## src/rtl/alu_serial_seq_if.sv

```systemverilog
// Request/response bundle for the bit-serial ALU: operand handshake in,
// registered result handshake out.
interface alu_serial_seq_if;
  logic        in_valid;
  logic        in_ready;
  logic [31:0] src1;
  logic [31:0] src2;
  logic [3:0]  alu_ctrl;
  logic        out_valid;
  logic        out_ready;
  logic [31:0] result;
  logic        zero;
  logic        cout;
  logic        overflow;

  modport master (
    output in_valid, src1, src2, alu_ctrl, out_ready,
    input  in_ready, out_valid, result, zero, cout, overflow
  );

  modport slave (
    input  in_valid, src1, src2, alu_ctrl, out_ready,
    output in_ready, out_valid, result, zero, cout, overflow
  );
endinterface

```

## src/rtl/alu_serial_seq.sv

```systemverilog
// Bit-serial 32-bit ALU: one 1-bit slice walked LSB first over 32 RUN cycles.
// Define ALU_SERIAL_OVF_EN to compute signed overflow and overflow-corrected SLT.
module alu_serial_seq (
  input  logic             clk_i,
  input  logic             rst_i,
  alu_serial_seq_if.slave  bus
);

  typedef enum logic [1:0] {ST_IDLE, ST_RUN, ST_DONE} state_t;

  localparam logic [1:0] OP_AND = 2'b00;
  localparam logic [1:0] OP_OR  = 2'b01;
  localparam logic [1:0] OP_ADD = 2'b10;

  typedef struct packed {
    logic       a_inv;
    logic       b_inv;
    logic       cin0;
    logic [1:0] op;
    logic       arith;
    logic       slt;
    logic       legal;
  } dec_t;

  function automatic dec_t decode(input logic [3:0] ctrl);
    dec_t d;
    d = '0;
    case (ctrl)
      4'b0000: begin d.op = OP_AND; d.legal = 1'b1; end
      4'b0001: begin d.op = OP_OR;  d.legal = 1'b1; end
      4'b0010: begin d.op = OP_ADD; d.arith = 1'b1; d.legal = 1'b1; end
      4'b0110: begin
        d.op = OP_ADD; d.b_inv = 1'b1; d.cin0 = 1'b1; d.arith = 1'b1; d.legal = 1'b1;
      end
      4'b0111: begin
        d.op = OP_ADD; d.b_inv = 1'b1; d.cin0 = 1'b1; d.arith = 1'b1;
        d.slt = 1'b1; d.legal = 1'b1;
      end
      4'b1100: begin
        d.op = OP_AND; d.a_inv = 1'b1; d.b_inv = 1'b1; d.legal = 1'b1;
      end
      default: d = '0;
    endcase
    return d;
  endfunction

  state_t      r_state;
  state_t      w_next;
  logic [4:0]  r_cnt;
  logic        r_last;
  logic        r_carry;
  logic [31:0] r_a;
  logic [31:0] r_b;
  dec_t        r_dec;
  logic [31:0] r_shift;
  logic [31:0] r_result;
  logic        r_cout;
  logic        r_ovf;
  logic        r_cout_s;
  logic        r_ovf_s;

  dec_t        w_dec_in;
  logic        w_a;
  logic        w_b;
  logic        w_sum;
  logic        w_cout;
  logic        w_bit;
  logic        w_ovf;
  logic        w_slt;

  assign w_dec_in = decode(bus.alu_ctrl);

  // The single 1-bit slice, fed by the controller-selected operand bit.
  assign w_a    = r_a[r_cnt] ^ r_dec.a_inv;
  assign w_b    = r_b[r_cnt] ^ r_dec.b_inv;
  assign w_sum  = w_a ^ w_b ^ r_carry;
  assign w_cout = (w_a & w_b) | (r_carry & (w_a ^ w_b));

  always_comb begin
    w_bit = 1'b0;
    if (r_dec.legal) begin
      case (r_dec.op)
        OP_AND:  w_bit = w_a & w_b;
        OP_OR:   w_bit = w_a | w_b;
        OP_ADD:  w_bit = w_sum;
        default: w_bit = 1'b0;
      endcase
    end
  end

`ifdef ALU_SERIAL_OVF_EN
  assign w_ovf = r_dec.arith & (r_carry ^ w_cout);
`else
  assign w_ovf = 1'b0;
`endif
  assign w_slt = w_sum ^ w_ovf;

  always_comb begin
    w_next = r_state;
    case (r_state)
      ST_IDLE: if (bus.in_valid)  w_next = ST_RUN;
      ST_RUN:  if (r_last)        w_next = ST_DONE;
      ST_DONE: if (bus.out_ready) w_next = ST_IDLE;
      default: w_next = ST_IDLE;
    endcase
  end

  assign bus.in_ready  = (r_state == ST_IDLE);
  assign bus.out_valid = (r_state == ST_DONE);
  assign bus.result    = r_result;
  assign bus.zero      = (r_result == 32'd0);
  assign bus.cout      = r_cout;
  assign bus.overflow  = r_ovf;

  // NOTE: all state uses non-blocking assignments so every register samples
  // pre-edge values; blocking here would make update order matter.
  always_ff @(posedge clk_i) begin
    if (rst_i) begin
      r_state  <= ST_IDLE;
      r_cnt    <= 5'd0;
      r_last   <= 1'b0;
      r_carry  <= 1'b0;
      r_a      <= 32'd0;
      r_b      <= 32'd0;
      r_dec    <= '0;
      r_shift  <= 32'd0;
      r_result <= 32'd0;
      r_cout   <= 1'b0;
      r_ovf    <= 1'b0;
      r_cout_s <= 1'b0;
      r_ovf_s  <= 1'b0;
    end else begin
      r_state <= w_next;
      case (r_state)
        ST_IDLE: begin
          if (bus.in_valid) begin
            r_a     <= bus.src1;
            r_b     <= bus.src2;
            r_dec   <= w_dec_in;
            r_cnt   <= 5'd0;
            r_last  <= 1'b0;
            r_carry <= w_dec_in.cin0;
          end
        end
        ST_RUN: begin
          if (!r_last) begin
            if (r_cnt == 5'd31 && r_dec.slt) r_shift <= {31'd0, w_slt};
            else                             r_shift <= {w_bit, r_shift[31:1]};
            if (r_dec.arith) r_carry <= w_cout;
            r_cnt <= r_cnt + 5'd1;
            if (r_cnt == 5'd31) begin
              r_last   <= 1'b1;
              r_cout_s <= r_dec.arith & w_cout;
              r_ovf_s  <= w_ovf;
            end
          end else begin
            // Commit all flags together so the result never appears partially.
            r_result <= r_shift;
            r_cout   <= r_cout_s;
            r_ovf    <= r_ovf_s;
            r_last   <= 1'b0;
          end
        end
        default: ;
      endcase
    end
  end

endmodule

```

## src/flat_wrapper.sv

```systemverilog
// flat-port wrapper written by rule: the top's interface ports become plain ports
module alu_serial_seq_flat 
  (clk_i, rst_i, bus_in_valid, bus_src1, bus_src2, bus_alu_ctrl, bus_out_ready, bus_in_ready, bus_out_valid, bus_result, bus_zero, bus_cout, bus_overflow);
  alu_serial_seq_if bus_i ();
  input  logic clk_i;
  input  logic rst_i;
  input wire logic [$bits(bus_i.in_valid)-1:0] bus_in_valid;
  input wire logic [$bits(bus_i.src1)-1:0] bus_src1;
  input wire logic [$bits(bus_i.src2)-1:0] bus_src2;
  input wire logic [$bits(bus_i.alu_ctrl)-1:0] bus_alu_ctrl;
  input wire logic [$bits(bus_i.out_ready)-1:0] bus_out_ready;
  output wire logic [$bits(bus_i.in_ready)-1:0] bus_in_ready;
  output wire logic [$bits(bus_i.out_valid)-1:0] bus_out_valid;
  output wire logic [$bits(bus_i.result)-1:0] bus_result;
  output wire logic [$bits(bus_i.zero)-1:0] bus_zero;
  output wire logic [$bits(bus_i.cout)-1:0] bus_cout;
  output wire logic [$bits(bus_i.overflow)-1:0] bus_overflow;
  assign bus_i.in_valid = bus_in_valid;
  assign bus_i.src1 = bus_src1;
  assign bus_i.src2 = bus_src2;
  assign bus_i.alu_ctrl = bus_alu_ctrl;
  assign bus_i.out_ready = bus_out_ready;
  assign bus_in_ready = bus_i.in_ready;
  assign bus_out_valid = bus_i.out_valid;
  assign bus_result = bus_i.result;
  assign bus_zero = bus_i.zero;
  assign bus_cout = bus_i.cout;
  assign bus_overflow = bus_i.overflow;
  alu_serial_seq u_core (.clk_i(clk_i), .rst_i(rst_i), .bus(bus_i));
endmodule
```

## config.mk

```make
export PLATFORM = sky130hd
export DESIGN_NAME = alu_serial_seq_flat
export DESIGN_NICKNAME = d
export VERILOG_FILES = /design/src/rtl/alu_serial_seq_if.sv /design/src/rtl/alu_serial_seq.sv /design/src/flat_wrapper.sv
export SDC_FILE = /design/constraint.sdc
export NUM_CORES = 1
export LEC_CHECK = 0
export BUFFER_PORTS_ARGS = -buffer_cell sky130_fd_sc_hd__buf_2
export CORE_ASPECT_RATIO = 0.5
export CORE_MARGIN = 2
export CORE_UTILIZATION = 30
export DETAILED_ROUTE_END_ITERATION = 7
export GPL_ROUTABILITY_DRIVEN = 0
export PLACE_DENSITY = 0.47
export SETUP_SLACK_MARGIN = 0.05
export SYNTH_ARGS = -nofsm -noshare
export SYNTH_HDL_FRONTEND = slang
export SYNTH_SLANG_ARGS = --single-unit
```

## constraint.sdc

```tcl
create_clock -name clk_i -period 2.6 [get_ports clk_i]
set_input_delay 0.13 -clock clk_i [delete_from_list [all_inputs] [get_ports clk_i]]
set_output_delay 0.13 -clock clk_i [all_outputs]
set_load 0.05 [all_outputs]
```

### Yosys cells after proc, flatten, opt, wreduce, memory -nomap -nowiden

Cells that the tools add are included.

* register bits after elaboration: 146
* output and inout bits: 37
* bits of input ports: 72
* word-level logic and storage cells: 90

* multiplexer cells: 29
* bitwise gates (word level): 10
* eq/ne operators: 15
* reductions and logical operators: 18
* magnitude comparators: 1
* add/sub/neg operators: 1

Operators by type and width (number)
* $logic_not 32->1: 1
* $mux 32: 1
* $mux 1: 15
* $bmux 1 s5: 2
* $mux 5: 2
* $pmux 5 s2: 1
* $reduce_and 3->1: 3
* $eq 4x3->1 const B: 2
* $reduce_and 2->1: 4
* $lt 5x6->1 const B: 1
* $mux 2: 3
* $ne 2x2->1 const B: 3
* $pmux 2 s3: 1
* $reduce_or 3->1: 2
* $reduce_or 6->1: 1
* $add 5x1->5 const B: 1
* $eq 5x5->1 const B: 1
* $eq 2x1->1 const B: 2
* $eq 2x2->1 const B: 2
* $eq 4x1->1 const B: 1
* $eq 4x2->1 const B: 1
* $eq 4x4->1 const B: 1
* $logic_not 2->1: 2
* $logic_not 4->1: 1
* other kinds (12): 20

### Depth between registers and ports, before layout

Gate-level depths: netlist of run 1.

* depth in word-level cells: 9
* mapped depth: 13
* depth with buffers taken out: 11

### Least setup slack after synthesis of run 1

No wires, ideal clock.

* kind: flip-flop to flip-flop
* start point: reg u_core.r_cnt[0]
* end point: reg u_core.r_shift[31]
* stages on the path, launching flop included: 12
* arrival: 2.523 ns
* setup time: 0.070 ns
* path slack: 0.006 ns
* period minus slack after synthesis: 2.594 ns
* data required time: 2.530 ns
* path buffers: 1
* cell sequence: dfxtp_1 > buf_6 > mux4_1 > mux2i_1 > and3_4 > nor4_4 > xor2_1 > fa_1 > mux2i_1 > o21ai_0 > nand4_1 > a21oi_1

* longest elaborated chain between the ends: 8
* elaborated cells on any way between the ends: 15
* classes of those cells: 1 x eq/ne; 7 x mux; 6 x bitwise; 1 x reduce/logical

Ends and longest elaborated chain
* start: declaration: RTL line alu_serial_seq.sv:49 `logic [4:0] r_cnt;`
* start signal: assignment: RTL line alu_serial_seq.sv:150 `r_cnt <= r_cnt + 5'd1;`
* $bmux 1 s5, on equally long branches: RTL line alu_serial_seq.sv:74, alu_serial_seq.sv:75
* $mux 1, on equally long branches: RTL line alu_serial_seq.sv:74, alu_serial_seq.sv:75
* $xor 1x1->1, on equally long branches: RTL line alu_serial_seq.sv:74, alu_serial_seq.sv:75
* $xor 1x1->1 (2 in a row): RTL line alu_serial_seq.sv:76 `assign w_sum = w_a ^ w_b ^ r_carry;`
* $pmux 1 s3: RTL line alu_serial_seq.sv:82 `case (r_dec.op)`
* $mux 1: RTL line alu_serial_seq.sv:81 `if (r_dec.legal) begin`
* $mux 32 (*): RTL line alu_serial_seq.sv:147 `if (r_cnt == 5'd31 && r_dec.slt) r_shift <= {31'd0, w_slt};`
* end signal: assignment: RTL line alu_serial_seq.sv:147
* end signal: assignment: RTL line alu_serial_seq.sv:148 `else r_shift <= {w_bit, r_shift[31:1]};`
* end: declaration: RTL line alu_serial_seq.sv:55 `logic [31:0] r_shift;`

Mark *: on every way between the ends. The rest lies on a longest branch, timed or not. The select of a mux whose other input is x is not followed.
A chain may end at the register's enable or synchronous reset.

### Worst setup path in the final report of run 1

Ends and elaborated chain as after synthesis.

==> results of run 1 <==
[sequential cells by signal, indices dropped and copies added, names as in the netlist]
name               flops
u_core.bus.cout        1
u_core.bus.result     32
u_core.r_a            32
u_core.r_b            32
u_core.r_carry         1
u_core.r_cnt           5
u_core.r_cout_s        1
u_core.r_dec           7
u_core.r_last          1
u_core.r_shift        32
u_core.r_state         2
[cells in the mapped netlist, types with 2 or more instances]
master	number
a22oi_1	9
buf_4	3
mux2_2	3
nand4_1	6
nand3_1	35
and2_1	3
nand2_1	244
and2b_1	2
ha_1	4
buf_1	3
buf_6	4
mux4_2	2
mux4_1	4
nor4_1	8
a21oi_1	142
nor2_1	19
nor2b_1	5
xnor2_1	2
clkbuf_1	41
nand2b_1	9
buf_2	7
o21ai_0	4
a311oi_1	3
dfxtp_1	146
xor2_1	2
a211oi_1	3
mux2i_1	23
[path summary, 6_finish.rpt]
check | from | to | slack, ps | cells after the start
setup / recovery | u_core.r_cnt[0]$_SDFFE_PP0P_ | u_core.r_shift[31]$_SDFFE_PP0P_ | -70 | 10
hold / removal | bus_alu_ctrl[2] | u_core.r_dec[1]$_SDFFE_PP0P_ | 30 | 3
setup reg to reg | u_core.r_cnt[0]$_SDFFE_PP0P_ | u_core.r_shift[31]$_SDFFE_PP0P_ | -70 | 10
hold reg to reg | u_core.r_a[22]$_SDFFE_PP0P_ | u_core.r_a[22]$_SDFFE_PP0P_ | 450 | 2
[per-layer routing]
metal	vias to the layer above	GRT usage	part of all wire
met5	-	0	0
met4	0	0.0478	0.010
met3	13	0.0357	0.031
li1	2844	-	-
met1	2615	0.206	0.49
met2	75	0.253	0.47
[critical path, stage by stage (launching register included)]
cell     delay (ps)
dfxtp_4         430
mux4_2          510
mux2_4          280
nand3_2          90
nand4_4         130
xor2_4          190
fa_1            530
mux2i_1          70
o21ai_1         120
nand4_1         110
a21oi_2         150
[logic make-up after synthesis]
family | Yosys count | share of synthesized area
other cells | 1 | 0.000619
mux | 32 | 0.0684
buf+inv | 59 | 0.0448
simple gates | 340 | 0.241
flops | 146 | 0.483
fa+ha+maj | 5 | 0.0116
xor+xnor | 4 | 0.00579
compound gates | 165 | 0.145
[power groups by stage]
stage	Combinational [µW]	Clock, µW	Sequential [µW]
after floorplan	303	0	2390
after detailed placement	448	0	2410
after global placement	439	0	2410
after CTS	528	2920	2360
after global routing	599	3010	2370
final	535	2870	2360
[what timing repair did]
action	CTS	global route
hold endpoints to repair	66	0
gates resized for setup	6	7
buffers inserted	0	1
setup endpoints to repair	3	4
hold buffers	66	0
pin swaps	5	6
[final cells by class]
type	count	share of cell area
Clock buffer	17	0.0513
Clock inverter	14	0.0315
Inverter	1	0.000452
Multi-Input combinational cell	547	0.351
Sequential cell	146	0.353
Tap cell	266	0.0401
Timing Repair Buffer	195	0.173
[per-stage QoR]
stage / area [µm²] / hold WS [ps] / setup WS, ps
after floorplan: 6080 / 266 / 52.5
after global placement: 6910 / 374 / -101
after detailed placement: 6910 / 379 / -178
after CTS: 8270 / 4.12 / -116
after global routing: 8300 / 36.4 / -229
final: 8300 / 25.5 / -66.9
==> flow_summary.toml, run 1 <==
[status]
status = "finished, violations left"
violations = "setup timing"

[clock_network]
cts_tree = "yes"
cts_htree_levels = 4
cts_buffers = 17
worstSkewPairLatency_ps = 420
clk_root_buffer_cell = "clkbuf_16"
clock_path_buffers = 2
cts.clk_slew.worst_paths_ps = 60
cts.sinks = 146

[drt]
drc = 0
routed-via-count = 5547
drt_wl_total_mm = 16.2
wl_per_cell_um = 13.7
drt-vias-per-instance = 4.68
drt_pre_antenna_iters = 4
drtIter0Drc = 180
antenna_left = 0

[power_and_ir_drop]
clock_power_share = 0.497
peakVddDrop_uv = 399
p_sw_frac = 0.226
power_leakage_uw = 0.00316
p_int_uw = 4460
power_frac_comb = 0.093
p_per_area_nw_per_um2 = 694
power_uw = 5760
switchingPower_uw = 1300
pwr-share-seq = 0.410

[yosys]
yosys_warnings = 0
synthTopCellsByArea = "dfxtp_1 (48%), nand2_1 (15%), a21oi_1 (12%), mux2i_1 (3.8%), nand3_1 (2.9%)"
synth_cell_type_count = 43
async_flop_share = 0
synth-edff-count = 0
syn_area_per_cell_um2 = 8.05
synthesis.area_um2 = 6050
ys.flop_type = "dfxtp_1"
synth_seq_area_share = 0.483
synth_top_cell_area_share = 0.483
syn-num-nets = 829
ys_ff_latch = 146
yosysTopAreaCell = "dfxtp_1"
synthCells = 752

[sta]
finalMaxSlewViolations = 0
hold_viol_final = 0
slew_headroom = 0.602
rsz0062_at_grt = "true"
setup_viol = 2
finalCriticalPeriod_ps = 2670
tightest_slew_ps = 597
setup_ws_ps = -66.9
final.setup.tns_ps = -130
skew_ps = 10.0
fmax_ghz = 0.375
fin_crit_sh = 1.03

[global_routing]
antenna_found_initial = 0
grt_pass1_wl_mm = 26.7
grt_use_total = 0.156
grt_pass1_vias = 5429
overflow = 0
grt_max_degree = 56

[worst_setup_path]
end_kind = "register"
critPathRequiredTime_ps = 2960
worstSetupPathType = "reg2reg"
cp-start-kind = "register"
worst_ep_arrival_time_ps = 3020
cp_max_fo = 7

[floorplanning]
core_um2 = 19600
die_w_um = 205
start_util = 0.308
die_y_um = 104
fp-row-count = 36
io_pins = 109
die_area_um2 = 21400

[layout]
finish.utilization = 0.423
drive_gt1_frac = 0.199
mostFrequentLayoutCell = "nand2_1"
regArea_um2 = 2930
fin_nets = 985
multiInputGateArea_um2 = 2910
stdcell_count = 1186
final_cell_mix = "nand2_1 (243), dfxtp_1 (145), a21oi_1 (141), buf_2 (106), dlygate4sd3_1 (66)"
areaGrowthSynthToFinish_pct = 37.1
num_antenna_cells = 0
n_fill_cell = 2035

[place]
portBuffers = 107
dp_cells = 1088
hpwl_mm = 10.6

[min_path]
hold_path_class = "in2reg"

[job]
maxCapViolCount = 0
Power figures use the tool's default switching activity.
==> run 2: changes to the inputs <==
--- a/config.mk
+++ b/config.mk
@@ -6,12 +6,14 @@
 export NUM_CORES = 1
 export LEC_CHECK = 0
 export BUFFER_PORTS_ARGS = -buffer_cell sky130_fd_sc_hd__buf_2
+export CAP_MARGIN = 20
 export CORE_ASPECT_RATIO = 0.5
 export CORE_MARGIN = 2
 export CORE_UTILIZATION = 30
 export DETAILED_ROUTE_END_ITERATION = 7
 export GPL_ROUTABILITY_DRIVEN = 0
-export PLACE_DENSITY = 0.47
+export HOLD_SLACK_MARGIN = 0.05
+export PLACE_DENSITY = 0.57
 export SETUP_SLACK_MARGIN = 0.05
 export SYNTH_ARGS = -nofsm -noshare
 export SYNTH_HDL_FRONTEND = slang
==> flow_summary.toml, run 2 (synthesis results as in run 1) <==
[layout]
mostFrequentLayoutCell = "nand2_1"
n_fill_cell = 2020
fin_nets = 992
drive_gt1_frac = 0.194
num_antenna_cells = 0
final_cell_mix = "nand2_1 (243), dfxtp_1 (145), a21oi_1 (142), buf_2 (106), dlygate4sd3_1 (70)"
finish.utilization = 0.418
areaGrowthSynthToFinish_pct = 35.5

[floorplanning]
die_y_um = 104
fp-row-count = 36
core_um2 = 19600
io_pins = 109
start_util = 0.308
die_w_um = 205
die_area_um2 = 21400

[place]
hpwl_mm = 10.4
dp_slack_ps = -212
portBuffers = 107

[status]
violations = "setup timing"
status = "finished, violations left"

[sta]
finalMaxSlewViolations = 0
tightest_slew_ps = 698
setup_ws_ps = -74.7
finalCriticalPeriod_ps = 2670
slew_headroom = 0.535
fin_crit_sh = 1.03
rsz0062_at_grt = "true"
whs_ps = 81.9
setup_viol = 2
skew_ps = 8.41
final.setup.tns_ps = -127
hold_viol_final = 0
fmax_ghz = 0.374

[worst_setup_path]
worst_ep_arrival_time_ps = 3020
crit_path_top_delay_cell = "fa_1"
worstSetupPathType = "reg2reg"
path_cells = "mux4_2, mux2_4, nand3_2, nand4_4, xor2_2, fa_1, mux2i_1, o21ai_1, nand4_1, a21oi_1"
cpPeakStageDelay_ps = 530
cp_max_fo = 7
critPathRequiredTime_ps = 2950
end_kind = "register"
cp-start-kind = "register"

[drt]
routed-via-count = 5576
drt-vias-per-instance = 4.67
drt_pre_antenna_iters = 4
drt_wl_total_mm = 15.7
antenna_left = 0
drtIter0Drc = 198
drc = 0
wl_per_cell_um = 13.2

[global_routing]
grt_max_degree = 64
overflow = 0
grt_pass1_vias = 5350
grt_pass1_wl_mm = 25.8
grt_use_total = 0.149
antenna_found_initial = 0

[clock_network]
worstSkewPairLatency_ps = 420
cts.sinks = 146
cts_buffers = 17
clk_root_buffer_cell = "clkbuf_16"
clock_path_buffers = 2
cts_tree = "yes"
cts.clk_slew.worst_paths_ps = 60
cts_htree_levels = 4

[job]
maxCapViolCount = 0

[power_and_ir_drop]
p_per_area_nw_per_um2 = 636
power_uw = 5220
power_leakage_uw = 0.00311
peakVddDrop_uv = 354

[min_path]
hold_path_class = "in2reg"
## run 2: power by group
group,internal (µW),switching [µW]
Sequential,2310,46.0
Clock,1370,959
Combinational,255,277
Total,3930,1280
## run 2: what timing repair did
| action | CTS | global route |
|---|---|---|
| setup endpoints to repair | 3 | 3 |
| hold buffers | 70 | 0 |
| pin swaps | 1 | 2 |
| endpoints found under the hold margin | 68 | 0 |
| setup buffers | 1 | 1 |
| resized for setup | 1 | 4 |
## run 2: critical path, delay by kind of cell, from the launching register on
family                     cells  cell delay (ps)
adders and majority gates      1              530
xor gates and xnor gates       1              180
AOI/OAI and AO/OA              2              270
DFF                            1              410
and+or+nand+nor                3              320
muxes                          3              880
## run 2: routing by layer
layer | routed length (µm) | vias up | share of wire | global-route usage
met4 | 200 | 0 | 0.013 | 0.0432
met2 | 7180 | 87 | 0.46 | 0.244
met1 | 7790 | 2609 | 0.50 | 0.195
li1 | - | 2864 | - | -
met5 | 0 | - | 0 | 0
met3 | 548 | 16 | 0.035 | 0.0367
## run 2: final cells by class
class                   count  area [µm²]  share of cell area
repair buffers            202        1460               0.178
well taps                 266         333              0.0406
clock buffers              21         460              0.0561
clock inverters            11         106              0.0130
multi-input cells         547        2910               0.355
flip-flops and latches    146        2930               0.357
inverters                   1        3.75            0.000458
## run 2: final timing paths
path | start | to | slack (ps) | cells past startpoint
worst max-delay path | u_core.r_cnt[0]$_SDFFE_PP0P_ | u_core.r_shift[31]$_SDFFE_PP0P_ | -70 | 10
worst min register to register | u_core.r_a[23]$_SDFFE_PP0P_ | u_core.r_a[23]$_SDFFE_PP0P_ | 450 | 2
worst min-delay path | bus_alu_ctrl[2] | u_core.r_dec[6]$_SDFFE_PP0P_ | 80 | 3
worst max register to register | u_core.r_cnt[0]$_SDFFE_PP0P_ | u_core.r_shift[31]$_SDFFE_PP0P_ | -70 | 10
## run 2: metrics by stage
stage | instances | area (µm²)
6_report | 1194 | 8200
5_1_grt | 1194 | 8200
4_1_cts | 1193 | 8170
3_5_place_dp | 1090 | 6900
3_3_place_gp | 1090 | 6900
2_1_floorplan | 752 | 6080
==> run 3: changes to the inputs <==
--- a/config.mk
+++ b/config.mk
@@ -10,10 +10,11 @@
 export CORE_ASPECT_RATIO = 0.5
 export CORE_MARGIN = 2
 export CORE_UTILIZATION = 30
+export CTS_CLUSTER_DIAMETER = 100
 export DETAILED_ROUTE_END_ITERATION = 7
 export GPL_ROUTABILITY_DRIVEN = 0
 export HOLD_SLACK_MARGIN = 0.05
-export PLACE_DENSITY = 0.57
+export PLACE_DENSITY = 0.55
 export SETUP_SLACK_MARGIN = 0.05
 export SYNTH_ARGS = -nofsm -noshare
 export SYNTH_HDL_FRONTEND = slang
==> constraint.sdc (replaced) <==
create_clock -name clk_i -period 3.2 [get_ports clk_i]
set_input_delay 0.16 -clock clk_i [delete_from_list [all_inputs] [get_ports clk_i]]
set_output_delay 0.16 -clock clk_i [all_outputs]
set_load 0.05 [all_outputs]
==> flow_summary.toml, run 3 (synthesis results as in run 1) <==
[floorplanning]
die_area_um2 = 21400
core_um2 = 19600
die_y_um = 104
start_util = 0.308
io_pins = 109
die_w_um = 205
fp-row-count = 36

[sta]
finalMaxSlewViolations = 0
finalCriticalPeriod_ps = 2930
hold_viol_final = 0
fmax_ghz = 0.341
final.setup.tns_ps = 0
rsz0062_at_grt = "false"
slew_headroom = 0.400
fin_crit_sh = 0.916
tightest_slew_ps = 900
skew_ps = 7.28
setup_ws_ps = 270
setup_viol = 0

[global_routing]
grt_max_degree = 79
grt_pass1_wl_mm = 26.0
grt_use_total = 0.149
grt_pass1_vias = 5319
overflow = 0
antenna_found_initial = 0

[min_path]
hold_path_depth = 3
hold_path_startpoint = "bus_alu_ctrl[3]"
hold_path_class = "in2reg"
worstHoldEndpoint = "u_core.r_dec[3]$_SDFFE_PP0P_"

[layout]
mostFrequentLayoutCell = "nand2_1"
fin_nets = 978
final_cell_mix = "nand2_1 (243), dfxtp_1 (146), a21oi_1 (142), buf_2 (106), dlygate4sd3_1 (67)"
regArea_um2 = 2920
drive_gt1_frac = 0.180
n_fill_cell = 2030
finish.utilization = 0.407
multiInputGateArea_um2 = 2870
areaGrowthSynthToFinish_pct = 32.2
num_antenna_cells = 0

[clock_network]
ctsResizeCount = 0
cts_htree_levels = 4
cts_buffers = 17
clock_path_buffers = 2
cts.sinks = 146
clk_root_buffer_cell = "clkbuf_16"
cts.clk_slew.worst_paths_ps = 60
worstSkewPairLatency_ps = 410
cts_tree = "yes"

[drt]
wl_per_cell_um = 13.2
antenna_left = 0
drtIter0Drc = 273
drt_wl_total_mm = 15.5
drt_pre_antenna_iters = 4
drc = 0
drt-vias-per-instance = 4.65
routed-via-count = 5488

[power_and_ir_drop]
peakVddDrop_uv = 290
p_per_area_nw_per_um2 = 516
power_leakage_uw = 0.00303

[job]
maxCapViolCount = 0

[worst_setup_path]
r2r_start = "u_core.r_cnt[0]$_SDFFE_PP0P_"
cp-start-kind = "register"
reg2reg_to = "u_core.r_shift[31]$_SDFFE_PP0P_"
cp_max_fo = 9
reg2reg_depth = 11
worst_ep_arrival_time_ps = 3280
critPathRequiredTime_ps = 3550
worstSetupPathType = "reg2reg"
end_kind = "register"
rrSetupSlack_ps = 270

[place]
hpwl_mm = 10.2
dp_slack_ps = 276
portBuffers = 107

[status]
status = "complete, no violations"
[run 3: stage by stage]
stage / hold slack [ps] / instance area, µm² / total power [µW] / instances
6_report: 78.7 / 8000 / 4130 / 1179
5_1_grt: 68.3 / 8000 / 4320 / 1179
4_1_cts: 51.0 / 8000 / 4180 / 1179
3_5_place_dp: 410 / 6790 / 2300 / 1081
3_3_place_gp: 405 / 6790 / 2290 / 1081
2_1_floorplan: 296 / 6050 / 2180 / 752
[run 3: layout make-up]
| class | count | area share |
|---|---|---|
| multi-input cells | 547 | 0.358 |
| flip-flops and latches | 146 | 0.365 |
| inverters | 1 | 0.000469 |
| well taps | 266 | 0.0416 |
| repair buffers | 188 | 0.167 |
| clock inverters | 12 | 0.0106 |
| clock buffers | 19 | 0.0566 |
[run 3: where the power goes]
part | internal, µW | leakage (µW) | total (µW) | switching (µW)
Combinational | 186 | 0.00159 | 403 | 217
Sequential | 1880 | 0.00119 | 1910 | 36.7
Clock | 1030 | 0.000257 | 1810 | 785
Total | 3090 | 0.00303 | 4130 | 1040
[run 3: worst max-delay path, cell delays in order, from the launching register on]
cell and delay [ps]:
dfxtp_1 440, buf_4 210, mux4_1 560, mux2i_1 140
and3_4 210, nor4_4 50, xor2_1 190, fa_1 580
mux2i_1 70, o21ai_0 160, nand4_1 120, a21oi_1 130
[run 3: worst max-delay path by stage]
stage	start	endpoint	depth (start not counted)
after floorplan	u_core.r_cnt[0]$_SDFFE_PP0P_	u_core.r_shift[31]$_SDFFE_PP0P_	11
after global placement	u_core.r_cnt[0]$_SDFFE_PP0P_	u_core.r_shift[31]$_SDFFE_PP0P_	11
after detailed placement	u_core.r_cnt[0]$_SDFFE_PP0P_	u_core.r_shift[31]$_SDFFE_PP0P_	11
after CTS	u_core.r_cnt[0]$_SDFFE_PP0P_	u_core.r_shift[31]$_SDFFE_PP0P_	11
after global routing	u_core.r_cnt[0]$_SDFFE_PP0P_	u_core.r_shift[31]$_SDFFE_PP0P_	11
final	u_core.r_cnt[0]$_SDFFE_PP0P_	u_core.r_shift[31]$_SDFFE_PP0P_	11
[run 3: metal layers]
layer / GRT usage / vias up / wire length [µm]
met5: 0 / - / 0
met2: 0.243 / 86 / 7310
met4: 0.0396 / 0 / 94
met3: 0.0395 / 6 / 541
met1: 0.196 / 2556 / 7600
li1: - / 2840 / -
[run 3: timing repair]
action,4_1_cts,5_1_grt
setup buffers,0,0
hold buffers,67,0
hold endpoints to repair,66,0
